$ cat src/rtl/nios_system_checkers_nios2_qsys_0_oci_dct_ctrl_pkg.sv
// Shared definitions for the OCI direct-branch compressed trace (DCT) sequencer:
// FSM state encoding, buffer geometry and small helper functions.
package nios_system_checkers_nios2_qsys_0_oci_dct_ctrl_pkg;

    localparam int DCT_ATOM_W = 2;
    localparam int DCT_DEPTH  = 15;
    localparam int DCT_BUF_W  = 30;
    localparam int DCT_CNT_W  = 4;

    typedef enum logic [1:0] {
        ST_FILL  = 2'd0,
        ST_FLUSH = 2'd1,
        ST_DRAIN = 2'd2,
        ST_DONE  = 2'd3
    } dct_state_e;

    // Bit offset of the atom slot at a given fill level (LSB-first packing).
    function automatic logic [4:0] dct_bit_pos(input logic [DCT_CNT_W-1:0] cnt);
        return {cnt, 1'b0};
    endfunction

    // True when the accumulation buffer holds a complete frame.
    function automatic logic dct_is_full(input logic [DCT_CNT_W-1:0] cnt);
        return (cnt == DCT_CNT_W'(DCT_DEPTH));
    endfunction

endpackage

$ cat src/rtl/nios_system_checkers_nios2_qsys_0_oci_dct_ctrl_pack.sv
// DCT atom packer: holds the live accumulation buffer and its atom count.
// A clear and a write in the same cycle place the new atom in slot 0 of the
// freshly cleared buffer, so a frame hand-off never loses the arriving atom.
module nios_system_checkers_nios2_qsys_0_oci_dct_ctrl_pack
    import nios_system_checkers_nios2_qsys_0_oci_dct_ctrl_pkg::*;
(
    input  logic                  clk,
    input  logic                  reset_n,
    input  logic                  wr_en,
    input  logic [DCT_ATOM_W-1:0] atom,
    input  logic                  clear,
    output logic [DCT_BUF_W-1:0]  dct_buffer,
    output logic [DCT_CNT_W-1:0]  dct_count
);

    logic [DCT_BUF_W-1:0] buf_r;
    logic [DCT_CNT_W-1:0] cnt_r;
    logic [DCT_BUF_W-1:0] buf_next_s;
    logic [DCT_CNT_W-1:0] cnt_next_s;
    logic [DCT_CNT_W-1:0] base_s;

    // Next buffer/count: optional clear first, then the write lands at the resulting position.
    always_comb begin
        buf_next_s = buf_r;
        cnt_next_s = cnt_r;
        base_s     = cnt_r;
        if (clear) begin
            buf_next_s = '0;
            cnt_next_s = 4'd0;
            base_s     = 4'd0;
        end else begin
            base_s     = cnt_r;
        end
        if (wr_en && (base_s < DCT_CNT_W'(DCT_DEPTH))) begin
            buf_next_s[dct_bit_pos(base_s) +: DCT_ATOM_W] = atom;
            cnt_next_s = base_s + 4'd1;
        end else begin
            cnt_next_s = cnt_next_s;
        end
    end

    // Buffer and count registers.
    always_ff @(posedge clk or negedge reset_n) begin
        if (!reset_n) begin
            buf_r <= '0;
            cnt_r <= 4'd0;
        end else begin
            buf_r <= buf_next_s;
            cnt_r <= cnt_next_s;
        end
    end

    assign dct_buffer = buf_r;
    assign dct_count  = cnt_r;

endmodule

$ cat config.mk
export PLATFORM = sky130hd
export DESIGN_NAME = nios_system_checkers_nios2_qsys_0_oci_dct_ctrl_pack
export DESIGN_NICKNAME = d
export VERILOG_FILES = /design/src/rtl/nios_system_checkers_nios2_qsys_0_oci_dct_ctrl_pkg.sv /design/src/rtl/nios_system_checkers_nios2_qsys_0_oci_dct_ctrl_pack.sv
export SDC_FILE = /design/constraint.sdc
export NUM_CORES = 1
export LEC_CHECK = 0
export CAP_MARGIN = 15
export CORE_MARGIN = 2
export CORE_UTILIZATION = 45
export DETAILED_ROUTE_END_ITERATION = 10
export PLACE_DENSITY = 0.75
export SLEW_MARGIN = 10
export SYNTH_ARGS = -nofsm -noshare
export SYNTH_HDL_FRONTEND = slang
export SYNTH_SLANG_ARGS = --single-unit
$ cat constraint.sdc
create_clock -name clk -period 2.9 [get_ports clk]
set_clock_uncertainty 0.05 [all_clocks]
set_input_delay 0.29 -clock clk [delete_from_list [all_inputs] [get_ports clk]]
set_output_delay 0.29 -clock clk [all_outputs]
set_load 0.01 [all_outputs]
## After elaboration in Yosys (flattened, before gate mapping)

Index checks and enable logic that the tools add are counted.

| word-level totals | value |
|---|---|
| word-level logic and storage cells | 13 |
| output and inout port bits | 34 |
| register bits | 34 |

| cells by class | value |
|---|---|
| add/sub/neg operators | 2 |
| order comparisons | 1 |
| reduce and logical (&&, ||, !) cells | 1 |
| shift operators | 2 |
| muxes and demuxes | 5 |

Operators with widths:

| operator | count |
|---|---|
| $mux W30 | 2 |
| $bwmux W30 | 1 |
| $shift A2 B7 Y30 const A | 1 |
| $shiftx A2 B7 Y30 | 1 |
| $mux W4 | 2 |
| $neg A5 Y7 | 1 |
| $add A4 B1 Y4 const B | 1 |
| $lt A4 B4 Y1 const B | 1 |
| $logic_and A1 B1 Y1 | 1 |

## Logic depth before layout (Yosys ltp)

Gate-level depths: netlist of run 1.

| depth | value |
|---|---|
| depth after elaboration | 5 |
| gate-level depth with buffers | 8 |
| gate-level depth less buffers | 8 |

## Worst setup path after synthesis of run 1

OpenSTA, ideal clock, no wires.

| path | value |
|---|---|
| path kind | register to register |
| start point | register cnt_r[0], in the netlist dct_count[0] |
| end point | register buf_r[0], in the netlist dct_buffer[0] |
| path buffers | 1 |
| cell stages (with the launch flop) | 8 |
| setup slack | 597 ps |
| arrival | 2,125 ps |
| required time | 2,723 ps |
| library setup time | 127 ps |
| path through | dfrtp_1 > nor2b_1 > clkbuf_1 > ha_1 > nand2_1 > o21ai_0 > a2111o_1 > mux2_1 |

| between the ends | value |
|---|---|
| longest elaborated chain between the ends | 5 |
| elaborated cells between the ends (all ways) | 8 |
| those cells by class | 1 x add/sub; 1 x order compare; 2 x shift; 3 x mux; 1 x reduce/logical |

RTL lines:

| item | line | source |
|---|---|---|
| start, declared | nios_system_checkers_nios2_qsys_0_oci_dct_ctrl_pack.sv:17 | `logic [DCT_CNT_W-1:0] cnt_r;` |
| start signal, assigned | nios_system_checkers_nios2_qsys_0_oci_dct_ctrl_pack.sv:49 | `cnt_r <= cnt_next_s;` |
| $mux W4 (*) | nios_system_checkers_nios2_qsys_0_oci_dct_ctrl_pack.sv:27 | `if (clear) begin` |
| $neg A5 Y7 | nios_system_checkers_nios2_qsys_0_oci_dct_ctrl_pack.sv:35 | `buf_next_s[dct_bit_pos(base_s) +: DCT_ATOM_W] = atom;` |
| $shiftx A2 B7 Y30 or $shift A2 B7 Y30 (tied branches) | nios_system_checkers_nios2_qsys_0_oci_dct_ctrl_pack.sv:35 |  |
| $bwmux W30 | nios_system_checkers_nios2_qsys_0_oci_dct_ctrl_pack.sv:35 |  |
| $mux W30 (*) | nios_system_checkers_nios2_qsys_0_oci_dct_ctrl_pack.sv:34 | `if (wr_en && (base_s < DCT_CNT_W'(DCT_DEPTH))) begin` |
| named net buf_next_s[0] | nios_system_checkers_nios2_qsys_0_oci_dct_ctrl_pack.sv:18 | `logic [DCT_BUF_W-1:0] buf_next_s;` |
| end signal, assigned | nios_system_checkers_nios2_qsys_0_oci_dct_ctrl_pack.sv:48 | `buf_r <= buf_next_s;` |
| end, declared | nios_system_checkers_nios2_qsys_0_oci_dct_ctrl_pack.sv:16 | `logic [DCT_BUF_W-1:0] buf_r;` |

Mark *: on every way through the listed nets, which the timed path passes. The rest lies on a longest branch.

## Worst setup path after layout of run 1

| path | value |
|---|---|
| start point | input port clear |
| end point | register buf_r[25], in the netlist dct_buffer[25] |

| between the ends | value |
|---|---|
| longest elaborated chain between the ends | 5 |
| elaborated cells between the ends (all ways) | 9 |
| those cells by class | 1 x add/sub; 1 x order compare; 2 x shift; 4 x mux; 1 x reduce/logical |

RTL lines:

| item | line | source |
|---|---|---|
| start, declared | nios_system_checkers_nios2_qsys_0_oci_dct_ctrl_pack.sv:11 | `input logic clear,` |
| $mux W4 | nios_system_checkers_nios2_qsys_0_oci_dct_ctrl_pack.sv:27 |  |
| $neg A5 Y7 | nios_system_checkers_nios2_qsys_0_oci_dct_ctrl_pack.sv:35 |  |
| $shiftx A2 B7 Y30 or $shift A2 B7 Y30 (tied branches) | nios_system_checkers_nios2_qsys_0_oci_dct_ctrl_pack.sv:35 |  |
| $bwmux W30 | nios_system_checkers_nios2_qsys_0_oci_dct_ctrl_pack.sv:35 |  |
| $mux W30 (*) | nios_system_checkers_nios2_qsys_0_oci_dct_ctrl_pack.sv:34 |  |
| named net buf_next_s[25] | nios_system_checkers_nios2_qsys_0_oci_dct_ctrl_pack.sv:18 |  |

Marks and branches as above.

==> results of run 1 <==
[sequential cells by signal (all words and copies together) (netlist names)]
register and cells:
dct_count 4, dct_buffer 30
[stage by stage]
stage	std cells	area, um^2	hold slack, ns
after floorplan	170	1856	-0.05559
after global placement	257	2315	0.4387
after detailed placement	257	2315	0.4258
after CTS	265	2406	0.3818
after global routing	265	2406	0.4014
final	265	2406	0.3557
[layout by cell type (no fill, tap or decap), types with 2 or more instances in the layout]
cell type        count
clkdlybuf4s50_1     39
dfrtp_1             34
nor2b_1             24
mux2_2              20
nand2_1             13
nand3_1              9
mux2i_1              6
clkbuf_8             6
buf_4                6
o21ai_0              4
nand3b_1             4
ha_1                 4
inv_1                3
a21oi_1              3
and3_1               3
o31ai_1              3
o2bb2ai_1            3
nand4_1              2
o311ai_0             2
a31oi_1              2
xnor2_1              2
mux2_1               2
[layout make-up]
type	count	area share, %
clock buffers	7	3.588
clock inverters	1	0.2080
inverters	4	0.6240
multi-input cells	124	39.52
flip-flops and latches	34	35.36
well taps	50	2.600
repair buffers	45	18.10
[cells by family after synthesis]
| logic type | count (synthesis) |
|---|---|
| adder cells (fa/ha/maj) | 4 |
| AND/OR/NAND/NOR | 67 |
| XOR/XNOR | 2 |
| buffers and inverters | 12 |
| AO/OA/AOI/OAI | 23 |
| flip-flops | 34 |
| multiplexers | 28 |
[power groups by stage]
stage          combinational (mW)  clock (mW)  sequential, mW
2_1_floorplan              0.0949           0           0.506
5_1_grt                     0.181       0.391           0.500
4_1_cts                     0.165       0.369           0.498
3_3_place_gp                0.159           0           0.506
3_5_place_dp                0.163           0           0.507
6_report                    0.165       0.362           0.497
[worst paths after layout]
check / to / slack [ns]
worst min register to register: dct_buffer[19] / 0.45
worst max-delay path: dct_buffer[25] / 0.57
worst min-delay path: dct_count[2] / 0.36
min in group clk: dct_buffer[19] / 0.45
max in group asynchronous: dct_buffer[10] / 2.13
worst max register to register: dct_buffer[25] / 0.58
[layer usage]
layer	vias to the layer above	part of all wire [%]	GRT usage, %
li1	694	-	-
met5	-	0	0
met2	47	48	34.47
met1	723	45	27.71
met3	11	4.9	5.921
met4	0	1.7	6.000
[worst max-delay path: stages]
cell and delay [ns]:
clkdlybuf4s50_1 0.53, clkinv_1 0.10, nand2_1 0.11, inv_1 0.09
ha_1 0.27, a21bo_2 0.23, o2bb2ai_1 0.34, nand3b_1 0.19
mux2_2 0.30
==> results.md, run 1 <==
- Post-CTS setup buffers: 0
- Seq cells post-synth: 34
- Number of port buffers: 39
- Final RePlAce weighted congestion: 0.8467
- Type of destination of the critical path: flip-flop
- Power density relative to cell area: 426.0 mW/mm^2
- Area of the core: 0.003971 mm^2
- Combinational Power Share: 16.1%
- Highest clock rate: 428.7 MHz
- Switching Fraction: 27.33%
- Total nets after synthesis: 180
- Maximum fanout along the worst path: 5
- Largest family of logic cells by synthesized area: simple AND/OR/NAND/NOR gates
- Setup-failing EPs final: 0
- Initial antenna violation count: 0
- Fraction of the core area covered by cells at the end of the flow: 60.59%
- Part of the Yosys area used for sequential elements: 45.85%
- XOR/XNOR Fraction of Synth Area: 0.9440%
- Pin count of the biggest net entering global routing: 35
- Worst ir drop on vdd: 0.3941 mV
- Number of clock sinks: 34
- Cell at the root of the clock tree: clkbuf_8
- Switching power summed over all nets: 280.1 uW
- Clock transition at the registers of the reported paths: 0.07 ns
- Count of pins on the block boundary: 40
- Simple-gate share of the synthesized area: 21.38%
- Setup repair after global routing missed its margin: false
- Final min period: 2.333 ns
- Post-synthesis compound-gate area fraction: 9.643%
- Multi-input gate area: 950.9 um^2
- Final-layout fill cell count: 326
- Gate Count Post-Synth: 170
- Die Height: 68.22 um
- Vias in the first global route: 1510
- Mux contribution to synthesized area: 16.59%
- Final period utilization: 80.43%
- H-tree depth: 2
- Total power: 1.025 mW
- Detail Route Antenna Nets: 0
- Die area: 0.004653 mm^2
- PostCTS Resize Cnt: 0
- Data arrival, critical path: 2.45 ns
- Post-Place Setup Slack: 0.3147 ns
- Dominant cell by count in the synthesized netlist: dfrtp_1
- Aggregate negative setup slack: 0 ns
- Static leakage: 1.054 nW
- Total inserted antenna cells: 0
- Wire length of the first global-routing pass: 7293 um
- Pin slew with the least headroom to its limit: 0.4283 ns
- Number of hold violations in the final report: 0
- Max capacitance violation total: 0
- Source of the worst register-to-register timing path: dct_count[0]
- Seq pwr share: 48.5%
- CP startpoint kind: input pin
- Result of the run: finished clean
- Dominant cell type by area after synthesis: dfrtp_1
- Share of final-layout standard cells stronger than drive strength 1: 18.60%
- CTS tree: built
- Part of the total power dissipated in the clock network: 35.4%
- All-layer global routing usage: 21.22%
- R2R cell count: 7
- Sequential standard cell area: 850.8 um^2
- Synth Flop Type: dfrtp_1
- Fraction of registers with async set or reset after synthesis: 100.0%
- Arithmetic-cell share of the synthesized area counting full adders, half adders and majority gates: 2.697%
- Cts hold-fix bufs: 0
- Cells taking the most area after synthesis: dfrtp_1 (46%), mux2_2 (12%), nor2b_1 (8.1%)
- Nets: 224
- Worst-case clock buffer depth: 2
- Post-detailed-placement half-perimeter wirelength: 3106 um
- DR vias: 1475
- Critical path start-end classification: in -> reg
- Via density per instance: 5.566
- Starting DRT DRC Count: 78
- Mapped Area: 0.001856 mm^2
- Mean instance size in the synthesized netlist: 10.91 um^2
- Row Count: 23
- Type of the worst min-delay path: in -> async
- Number of flops mapped to enable cells by yosys: 0
- Die Span X: 68.22 um
- Latest clock arrival within the worst-skew pair: 0.29 ns
- Total Routed Length: 4418 um
- Max-slew headroom at the worst pin: 71.45%
- Detail-routed net length per standard cell: 16.67 um
- Cell types with the highest counts after synthesis: dfrtp_1 (34), nor2b_1 (24), mux2_2 (20)
- Area added between synthesis and finish: 29.67%
- Final setup margin: 0.5674 ns
- Starting utilization of the core area: 46.72%
- DR pass1 iterations: 4
- Synth top area share: 45.85%
- Cell-internal power: 744.9 uW
- Sum of overflow across all layers after global routing: 0
- Worst EP required: 3.02 ns
- Worst setup path start: clear
- DRC violations left: 0
- Number of buffers created by CTS: 5
- Final slew viol count: 0
- Yosys synthesis warning count: 0
- Distinct cell type count of the synthesized netlist: 41
No activity file was read; power rests on OpenSTA's default activity.
==> run 2: changes to the inputs <==
Settings changed: PLACE_DENSITY 0.75 to 0.78.
Clock period 2.9 ns to 2 ns, I/O delays scaled along.
==> run 2 against run 1 <==
Net effect: count of clock-buffer cells in the layout stayed put; global-route usage is 0.22 points lower; power is 55% higher; non-clock buffer count is 22 higher; sequential power is 43% higher; sequential share of layout area is 3.6 points lower; design area is 12% higher; register-to-register slack worse by 0.50 ns; sequential cell count stayed put; via count is 4.1% higher; core utilization is 7.0 points higher; clock power is 46% higher; critical path type is now reg -> reg; critical endpoint is now dct_buffer[9]; largest cell class unchanged.
==> results.md, run 2 (synthesis results as in run 1) <==
- Most common cell after layout, fill and taps aside: clkdlybuf4s50_1
- Summed area of non-filler cells in the final layout: 0.002684 mm^2 (+12%)
- Number of flip-flops in the largest register: 30 (unchanged)
- H-tree depth: 2 (unchanged)
- Result of the run: finished clean
- Die area: 0.004653 mm^2 (unchanged)
- Clock transition at the registers of the reported paths: 0.07 ns (about the same)
- Final setup margin: 0.07512 ns (-0.4923 ns)
- Maximum cell stage delay along the critical path: 0.55 ns (+0.02 ns)
- Detail-routed net length per standard cell: 15.40 um (-7.6%)
- Final slew viol count: 0 (unchanged)
- Vias in the first global route: 1471 (-2.6%)
- Setup repair after global routing missed its margin: true
- Power density relative to cell area: 592.9 mW/mm^2 (+39%)
- Cell at the root of the clock tree: clkbuf_8
- Area of the core: 0.003971 mm^2 (unchanged)
- Total power: 1.591 mW (+55%)
- Placed standard-cell area: 0.002505 mm^2 (+8.2%)
- Type of the worst min-delay path: in -> async
- FF-to-FF End: dct_buffer[9]
- Die Span X: 68.22 um (unchanged)
- Critical path start-end classification: reg -> reg
- Worst-case clock buffer depth: 2 (unchanged)
- Worst EP required: 2.13 ns (-0.89 ns)
- Max-slew headroom at the worst pin: 70.98% (-0.47 points)
- Detail Route Antenna Nets: 0 (unchanged)
- Row Count: 23 (unchanged)
- Critical path buffer and inverter count: 1 (-2)
- Post-detailed-placement half-perimeter wirelength: 3104 um (about the same)
- Total Routed Length: 4419 um (about the same)
- Worst reg-to-reg setup slack: 0.08 ns (-0.50 ns)
- CP startpoint kind: flip-flop
- Share of final-layout standard cells stronger than drive strength 1: 34.18% (+16 points)
- Worst ir drop on vdd: 0.3867 mV (-1.9%)
- R2R cell count: 5 (-2)
- Count of pins on the block boundary: 40 (unchanged)
- Via density per instance: 5.348 (-3.9%)
- Nets: 246 (+9.8%)
- Critical path, cell by cell: buf_6, or4b_4, a21boi_4, nand3_2, mux2_2
- Number of clock sinks: 34 (unchanged)
- Number of buffers created by CTS: 5 (unchanged)
- Source of the worst register-to-register timing path: dct_count[2]
- Type of destination of the critical path: flip-flop
- Initial antenna violation count: 0 (unchanged)
- Final RePlAce weighted congestion: 0.8767 (+3.5%)
- Top cell family by delay on the critical path: simple AND/OR/NAND/NOR gates
- Number of hold violations in the final report: 0 (unchanged)
- Sum of overflow across all layers after global routing: 0 (unchanged)
- CTS tree: built
- Final-layout fill cell count: 327 (+0.31%)
- DR vias: 1535 (+4.1%)
- Pin count of the biggest net entering global routing: 35 (unchanged)
- Total inserted antenna cells: 0 (unchanged)
- Post-CTS setup buffers: 0 (unchanged)
- Starting utilization of the core area: 46.72% (unchanged)
- Die Height: 68.22 um (unchanged)
- Starting DRT DRC Count: 71 (-9.0%)
- Post-Place Setup Slack: -0.4620 ns (-0.7767 ns)
- Cts hold-fix bufs: 0 (unchanged)
- Most used cells in the layout excluding fill and tap cells: clkdlybuf4s50_1 (38), dfrtp_1 (33), buf_4 (25)
- Static leakage: 1.195 nW (+13%)
- Number of port buffers: 39 (unchanged)
- Data arrival, critical path: 2.05 ns (-0.40 ns)
- Max capacitance violation total: 0 (unchanged)
- All-layer global routing usage: 20.99% (-0.22 points)
- Maximum fanout along the worst path: 12 (+7)
- Setup-failing EPs final: 0 (unchanged)
- DRC violations left: 0 (unchanged)
- Final period utilization: 96.24%
- Critical path's slowest cell: or4b_4
- Area added between synthesis and finish: 44.64%
- DR pass1 iterations: 5 (+1)
- Highest clock rate: 519.5 MHz
- Latest clock arrival within the worst-skew pair: 0.29 ns (about the same)
- Final min period: 1.925 ns
- Wire length of the first global-routing pass: 7162 um (-1.8%)
- Pin slew with the least headroom to its limit: 0.4353 ns (+0.007035 ns)
[run 2: final cells by class]
cell class | instances | area (um^2) | area share [%]
well taps | 50 | 62.56 | 2.331
inverters | 4 | 15.01 | 0.5594
multi-input cells | 124 | 1045 | 38.93
repair buffers | 67 | 618.1 | 23.03
flip-flops and latches | 34 | 852.1 | 31.75
clock inverters | 1 | 5.005 | 0.1865
clock buffers | 7 | 86.33 | 3.217
[run 2: through the flow]
| stage | TNS (ns) | std cells | utilization, % | hold WS [ns] |
|---|---|---|---|---|
| floorplan | -0.08478 | 170 | - | -0.1456 |
| global placement | -10.48 | 279 | 63.08 | 0.4305 |
| detailed placement | -11.53 | 279 | 63.08 | 0.4311 |
| CTS | -0.6280 | 287 | 65.56 | 0.2771 |
| global route | 0 | 287 | 67.58 | 0.3338 |
| finish | 0 | 287 | 67.58 | 0.2619 |
[run 2: power by group]
group          internal (mW)  switching [mW]  total (mW)
clock                  0.278           0.252       0.529
combinational          0.173           0.179       0.352
sequential             0.701         0.00898       0.710
total                   1.15           0.440        1.59
[run 2: timing repair]
item                                    in CTS  in global routing
resized for setup                            2                 22
pin swaps                                    0                  2
endpoints found under the setup margin      26                 31
[run 2: layer usage]
| layer | global-route usage [%] | vias to the layer above | share of wire, % |
|---|---|---|---|
| li1 | - | 741 | - |
| met1 | 28.29 | 748 | 46 |
| met2 | 33.01 | 38 | 48 |
| met3 | 4.441 | 8 | 4.9 |
| met4 | 8.250 | 0 | 1.4 |
| met5 | 0 | - | 0 |
[run 2: worst max path at each step]
stage | start | endpoint | slack (ns) | depth (start not counted)
after detailed placement | clear | dct_buffer[11] | -0.46 | 9
after global routing | dct_count[2] | dct_buffer[8] | 0.01 | 5
after CTS | clear | dct_buffer[24] | -0.06 | 9
final | dct_count[2] | dct_buffer[9] | 0.08 | 5
after global placement | clear | dct_buffer[26] | -0.41 | 9
after floorplan | dct_count[0] | dct_buffer[22] | -0.04 | 8
